File: src/rtl/sbqm_pkg.sv
// Shared constants and FSM encoding for the smart bank queue manager.
package sbqm_pkg;

  localparam int PCOUNT_W = 3;
  localparam int TCOUNT_W = 2;
  localparam int WTIME_W  = 5;

  // ROM returns this value when no teller is active
  localparam logic [WTIME_W-1:0]  WTIME_NO_TELLER = 5'd31;
  localparam logic [PCOUNT_W-1:0] PCOUNT_MAX      = '1;

  typedef enum logic [1:0] {
    IDLE = 2'd0,
    REQ  = 2'd1,
    WAIT = 2'd2
  } state_t;

endpackage

File: src/rtl/sbqm_edge_detect.sv
// Rising-edge pulse generator for one photocell sensor.
// Optional feature macro: SENSOR_SYNC_EN adds a two-flop synchronizer ahead
// of the edge detector, delaying the pulse by two cycles.
module sbqm_edge_detect (
  input  logic clk,
  input  logic rst,
  input  logic sensor,
  output logic rise
);

  logic sensed;
  logic sensed_prev;

`ifdef SENSOR_SYNC_EN
  logic sync1;
  logic sync2;

  // Two-flop synchronizer bringing the asynchronous photocell into clk domain
  always_ff @(posedge clk or posedge rst) begin
    if (rst) begin
      sync1 <= 1'b0;
      sync2 <= 1'b0;
    end else begin
      sync1 <= sensor;
      sync2 <= sync1;
    end
  end

  assign sensed = sync2;
`else
  assign sensed = sensor;
`endif

  // History register so a held-high sensor produces only one pulse
  always_ff @(posedge clk or posedge rst) begin
    if (rst) sensed_prev <= 1'b0;
    else     sensed_prev <= sensed;
  end

  assign rise = sensed & ~sensed_prev;

endmodule

File: src/rtl/sbqm_queue_ctrl.sv
// Queue controller: counts customers from entry/exit photocells, keeps
// full/empty flags and sequences the waiting-time ROM lookup.
// Optional feature macro: SENSOR_SYNC_EN (synchronizes both sensors).
module sbqm_queue_ctrl
  import sbqm_pkg::*;
(
  input  logic                clk,
  input  logic                rst,
  input  logic                back_sensor,
  input  logic                front_sensor,
  input  logic [TCOUNT_W-1:0] Tcount,
  input  logic [WTIME_W-1:0]  Wtime,
  output logic                ROM_enable,
  output logic [PCOUNT_W-1:0] Pcount,
  output logic [TCOUNT_W-1:0] Tcount_q,
  output logic [WTIME_W-1:0]  Wtime_out,
  output logic                wtime_valid,
  output logic                full,
  output logic                empty
);

  logic                back_rise;
  logic                front_rise;
  logic [PCOUNT_W-1:0] pcount_next;
  logic                refresh;
  logic                start_req;
  state_t              state;
  state_t              state_next;
  logic                pending;

  sbqm_edge_detect u_back_edge (
    .clk    (clk),
    .rst    (rst),
    .sensor (back_sensor),
    .rise   (back_rise)
  );

  sbqm_edge_detect u_front_edge (
    .clk    (clk),
    .rst    (rst),
    .sensor (front_sensor),
    .rise   (front_rise)
  );

  // Next customer count: simultaneous entry and exit cancel, blocked rises are dropped
  always_comb begin
    pcount_next = Pcount;
    if (back_rise && front_rise) begin
      pcount_next = Pcount;
    end else if (back_rise && !full) begin
      pcount_next = Pcount + 1'b1;
    end else if (front_rise && !empty) begin
      pcount_next = Pcount - 1'b1;
    end
  end

  // A new lookup is needed whenever either half of the ROM address moves
  assign refresh   = (pcount_next != Pcount) || (Tcount != Tcount_q);
  assign start_req = (state == IDLE) && pending;

  // Count and flags update together so full/empty always agree with Pcount
  always_ff @(posedge clk or posedge rst) begin
    if (rst) begin
      Pcount   <= '0;
      full     <= 1'b0;
      empty    <= 1'b1;
      Tcount_q <= '0;
    end else begin
      Pcount   <= pcount_next;
      full     <= (pcount_next == PCOUNT_MAX);
      empty    <= (pcount_next == '0);
      Tcount_q <= Tcount;
    end
  end

  // Pending lookup flag; starts set so the first lookup happens after reset
  always_ff @(posedge clk or posedge rst) begin
    if (rst)            pending <= 1'b1;
    else if (start_req) pending <= 1'b0;
    else if (refresh)   pending <= 1'b1;
  end

  // FSM state register
  always_ff @(posedge clk or posedge rst) begin
    if (rst) state <= IDLE;
    else     state <= state_next;
  end

  // FSM next state and ROM strobe
  always_comb begin
    state_next = state;
    ROM_enable = 1'b0;
    case (state)
      IDLE: if (pending) state_next = REQ;
      REQ: begin
        ROM_enable = 1'b1;
        state_next = WAIT;
      end
      WAIT:    state_next = IDLE;
      default: state_next = IDLE;
    endcase
  end

  // Capture ROM data on the cycle after the strobe and flag the update
  always_ff @(posedge clk or posedge rst) begin
    if (rst) begin
      Wtime_out   <= '0;
      wtime_valid <= 1'b0;
    end else begin
      wtime_valid <= (state == WAIT);
      if (state == WAIT) Wtime_out <= Wtime;
    end
  end

endmodule

File: config.mk
export PLATFORM = sky130hd
export DESIGN_NAME = sbqm_queue_ctrl
export DESIGN_NICKNAME = d
export VERILOG_FILES = /design/src/rtl/sbqm_pkg.sv /design/src/rtl/sbqm_edge_detect.sv /design/src/rtl/sbqm_queue_ctrl.sv
export SDC_FILE = /design/constraint.sdc
export NUM_CORES = 1
export LEC_CHECK = 0
export CORE_UTILIZATION = 35
export CTS_BUF_LIST = sky130_fd_sc_hd__clkbuf_2
export DETAILED_ROUTE_END_ITERATION = 7
export HOLD_SLACK_MARGIN = 0.15
export SLEW_MARGIN = 20
export SYNTH_ARGS = -nofsm -noshare
export SYNTH_HDL_FRONTEND = slang
export SYNTH_HIERARCHICAL = 1
export SYNTH_SLANG_ARGS = --single-unit
File: constraint.sdc
create_clock -name clk -period 2 [get_ports clk]
set_input_delay 0.4 -clock clk [delete_from_list [all_inputs] [get_ports clk]]
set_output_delay 0.4 -clock clk [all_outputs]
set_load 0.01 [all_outputs]
## After elaboration in Yosys (flattened, before gate mapping)

Cells that the tools add are included.

- Register bits after elaboration: 18
- Input port bits: 11
- Output and inout bits: 14
- Logic and storage cells: 40

- Add/subtract/negate cells: 2
- Equal/unequal tests: 6
- Mux-type cells: 8
- Bitwise logic cells: 4
- Reduce and logical (&&, ||, !) cells: 10

Operators with widths:

| operator | number |
|---|---|
| 2-to-1 mux 3 bit | 3 |
| logical AND 1 bit | 4 |
| case mux 2 bit (2 select lines) | 1 |
| adder 3 x 1 -> 3 bit (second input constant) | 1 |
| == test 3 bit (second input constant) | 1 |
| zero test 3 bit | 1 |
| 2-to-1 mux 1 bit | 3 |
| != test 3 bit | 1 |
| subtractor 3 x 1 -> 3 bit (second input constant) | 1 |
| bitwise AND 1 bit | 2 |
| == test 2 x 1 -> 1 bit (second input constant) | 1 |
| == test 2 bit (second input constant) | 1 |
| zero test 1 bit | 2 |
| zero test 2 bit | 1 |
| 2-to-1 mux 2 bit | 1 |
| != test 2 bit | 1 |
| != test 2 bit (second input constant) | 1 |
| inverter 1 bit | 2 |
| nonzero test 2 bit | 1 |
| logical OR 1 bit | 1 |

## Logic depth before layout (Yosys ltp)

- Depth in word-level cells: 10
- Depth in mapped cells: 6

## By module

Netlist, hierarchy kept.

By module, submodules not included:

| module | times used | cells an instance | area each (µm²) |
|---|---|---|---|
| sbqm_queue_ctrl | 1 | 51 | 665.6 |
| sbqm_edge_detect | 2 | 3 | 42.5 |

## Worst setup path before layout

Ideal clock, no wire load.

- Path kind: register -> register
- From: register Pcount[0]
- To: register full
- Data arrival time: 1.396 ns
- Data required time: 1.880 ns
- Setup slack: 0.484 ns
- Cell stages (with the launch flop): 7
- Path buffers: 0
- Cell sequence: dfrtp_1 inv_1 ha_1 nor3b_1 o21ai_0 o311ai_1 and3_2

- Word-level cells in the longest chain between the ends: 5
- Elaborated cells between the ends (all ways): 6

RTL lines:

| item | RTL line | text |
|---|---|---|
| start: declaration | sbqm_queue_ctrl.sv:14 | `output logic [PCOUNT_W-1:0] Pcount,` |
| start signal: assignment | sbqm_queue_ctrl.sv:69 | `Pcount <= pcount_next;` |
| subtractor 3 x 1 -> 3 bit | sbqm_queue_ctrl.sv:53 | `pcount_next = Pcount - 1'b1;` |
| 2-to-1 mux 3 bit | sbqm_queue_ctrl.sv:52 | `end else if (front_rise && !empty) begin` |
| 2-to-1 mux 3 bit * | sbqm_queue_ctrl.sv:50 | `end else if (back_rise && !full) begin` |
| 2-to-1 mux 3 bit * | sbqm_queue_ctrl.sv:48 | `if (back_rise && front_rise) begin` |
| named net pcount_next[1] | sbqm_queue_ctrl.sv:24 | `logic [PCOUNT_W-1:0] pcount_next;` |
| == test 3 bit * | sbqm_queue_ctrl.sv:70 | `full <= (pcount_next == PCOUNT_MAX);` |
| end signal: assignment | sbqm_queue_ctrl.sv:70 |  |
| end: declaration | sbqm_queue_ctrl.sv:18 | `output logic full,` |

Mark *: on every way through the listed nets, which the timed path passes. The rest lies on a longest branch.
A chain may end at the register's enable or synchronous reset.

## Worst setup path after layout

- From: register empty
- To: output port empty

RTL lines:

| item | RTL line | text |
|---|---|---|
| start: declaration | sbqm_queue_ctrl.sv:19 | `output logic empty` |
| start signal: assignment | sbqm_queue_ctrl.sv:71 | `empty <= (pcount_next == '0);` |

No word-level cell between the ends.

==> flow_metrics.env <==
export IMPL_crit_type="reg -> out"
export IMPL_syn_avg_cell_area_um2=13.2
export IMPL_synth_area_leaders="dfrtp_1, mux2_2, dfstp_2"
export IMPL_grt_max_degree=17
export IMPL_max_cap_violations=0
export IMPL_min_path_type="in -> async"
export IMPL_maxSlewViolCount=0
export IMPL_vias=499
export IMPL_antenna_found_initial=0
export IMPL_clk_latency_ns=0.29
export IMPL_start_util_pct=37.9
export IMPL_min_period_over_period_pct=91.3
export IMPL_arrival_ns=1.43
export IMPL_crit_buf_inv=1
export IMPL_ir_drop_mv=0.635
export IMPL_coreArea_um2=1980
export IMPL_cts_tree="yes"
export IMPL_ys_ff_latch=18
export IMPL_grt_busiest_layer="met1"
export IMPL_track_usage_pct=12.8
export IMPL_fillerInstances=183
export IMPL_die_w_um=48.3
export IMPL_crit_chain="clkdlybuf4s50_1"
export IMPL_multi_input_area_um2=274
export IMPL_netlist_area_um2=751
export IMPL_syn_nets=70
export IMPL_setup_viol=0
export IMPL_cts_setup_buffers=0
export IMPL_hold_buffers=0
export IMPL_ant_nets=0
export IMPL_gp_congestion=0.719
export IMPL_nets=98
export IMPL_io_buffer_count=24
export IMPL_clockBufferDepth=2
export IMPL_ios=25
export IMPL_cts_root_buf="clkbuf_2"
export IMPL_slew_headroom_pct=60.4
export IMPL_regArea_um2=453
export IMPL_final_cell_mix="clkdlybuf4s50_1, dfrtp_1, inv_1, mux2_2, nor2b_1"
export IMPL_drc=0
export IMPL_grt_pass1_vias=471
export IMPL_grt_overflow=0
export IMPL_max_freq_mhz=548
export IMPL_yosysWarnings=6
export IMPL_die_h_um=48.3
export IMPL_seq_area_frac_synth_pct=60.3
export IMPL_cp_max_fo=4
export IMPL_drt_pass1_iterations=2
export IMPL_fin_area_um2=1040
export IMPL_grt_pass1_wl_mm=2.26
export IMPL_viasPerCell=4.50
export IMPL_cts_buffers=3
export IMPL_slowest_stage="dfstp_2"
export IMPL_yosysTopAreaCellShare_pct=53.3
export IMPL_netlist_top_cell_by_area="dfrtp_1"
export IMPL_tns_ns=0
export IMPL_crit_family="flip-flops"
export IMPL_n_antenna_cell=0
export IMPL_area_growth_pct=38.3
export IMPL_clk_transition_reported_paths_ns=0.16
export IMPL_skew_ns=0.00197
export IMPL_met2_usage_pct=16.0
export IMPL_cpPeakStageDelay_ns=0.60
export IMPL_period_needed_ns=1.83
export IMPL_drtIter0Drc=1
export IMPL_hold_viol_final=0
export IMPL_netlist_instances=57
export IMPL_yosysUniqueCellTypes=21
export IMPL_crit_path_start_kind="flop"
export IMPL_layout_drive_gt1_share_pct=17.9
export IMPL_status="complete, no violations"
export IMPL_worst_setup_path_end_kind="primary output"
export IMPL_cts_resized=0
export IMPL_worst_pin_slew_ns=0.593
export IMPL_rows=16
export IMPL_p_total_mw=1.38
export IMPL_dp_hpwl_um=959
export IMPL_cts_sinks=18
export IMPL_cts_max_level=1
export IMPL_use_met3_pct=5.97
export IMPL_cp_data_required_time_ns=1.60
export IMPL_grtUsageMet1_pct=18.4
export IMPL_placed_cell_area_um2=1020
export IMPL_drt_total_wl_mm=1.27
export IMPL_cellPowerDensity_nw_per_um2=1330
export IMPL_dieArea_um2=2330
export IMPL_rsz0062_at_grt="no"
export IMPL_final_common_cell="clkdlybuf4s50_1"
export IMPL_p_leak_nw=0.450
export IMPL_routedWlPerCell_um=11.5
[stage by stage]
stage	hold WS, ns	cells	setup WS (ns)	util, %
2_1_floorplan	0.129	57	0.484	-
3_3_place_gp	0.457	107	0.103	51.5
3_5_place_dp	0.464	107	0.134	51.5
4_1_cts	0.254	111	0.147	52.4
5_1_grt	0.226	111	0.0942	52.4
6_report	0.273	111	0.175	52.4
[cell families (layout without fill, tap and decap cells)]
| group | count (synthesis) | count (layout) | synth area share (%) |
|---|---|---|---|
| AOI/OAI and AO/OA | 6 | 6 | 5.00 |
| xor gates and xnor gates | 4 | 4 | 4.67 |
| adders and majority gates | 2 | 2 | 3.33 |
| buffers and inverters | 6 | 33 | 3.17 |
| DFF | 18 | 18 | 60.3 |
| muxes | 5 | 5 | 7.50 |
| and+or+nand+nor | 16 | 16 | 16.0 |
[Yosys cell counts (all sizes together)]
| cell type | count |
|---|---|
| o21ai | 2 |
| nor3 | 3 |
| and2 | 2 |
| nor2 | 1 |
| and3 | 1 |
| xor2 | 2 |
| buf | 1 |
| mux2 | 5 |
| ha | 2 |
| a21oi | 2 |
| nor3b | 3 |
| a32oi | 1 |
| xnor2 | 2 |
| inv | 5 |
| dfstp | 2 |
| nor2b | 6 |
| o311ai | 1 |
| dfrtp | 16 |
[path summary, 6_finish.rpt]
kind	from	slack (ns)	endpoint	cells after the start
hold reg to reg	state[1]	0.48	state[1]	1
hold / removal	rst	0.27	u_back_edge/sensed_prev	2
max in group asynchronous	rst	1.11	pending	2
setup / recovery	empty	0.17	empty	1
setup reg to reg	Pcount[0]	0.38	full	6
min in group clk	state[1]	0.48	state[1]	1
[power breakdown]
| group | internal (mW) | switching (mW) |
|---|---|---|
| Combinational | 0.377 | 0.240 |
| Clock | 0.0435 | 0.106 |
| Sequential | 0.516 | 0.0968 |
| Total | 0.936 | 0.443 |
[layer usage]
layer	vias up	wire, um
li1	249	-
met1	235	671
met2	15	528
met3	0	72
met4	0	0
met5	-	0
[registers in the layout (all words and copies together) (netlist names)]
name                      count
Tcount_q                      2
u_front_edge/sensed_prev      1
Wtime_out                     5
pending                       1
wtime_valid                   1
full                          1
empty                         1
u_back_edge/sensed_prev       1
state                         2
Pcount                        3
[cell type report]
cell class / instances / share of cell area [%]
Clock buffer: 3 / 1.45
Clock inverter: 1 / 0.361
Inverter: 5 / 1.81
Multi-Input combinational cell: 33 / 26.4
Sequential cell: 18 / 43.6
Tap cell: 27 / 3.25
Timing Repair Buffer: 24 / 23.1
(Power assumes the default switching activity.)
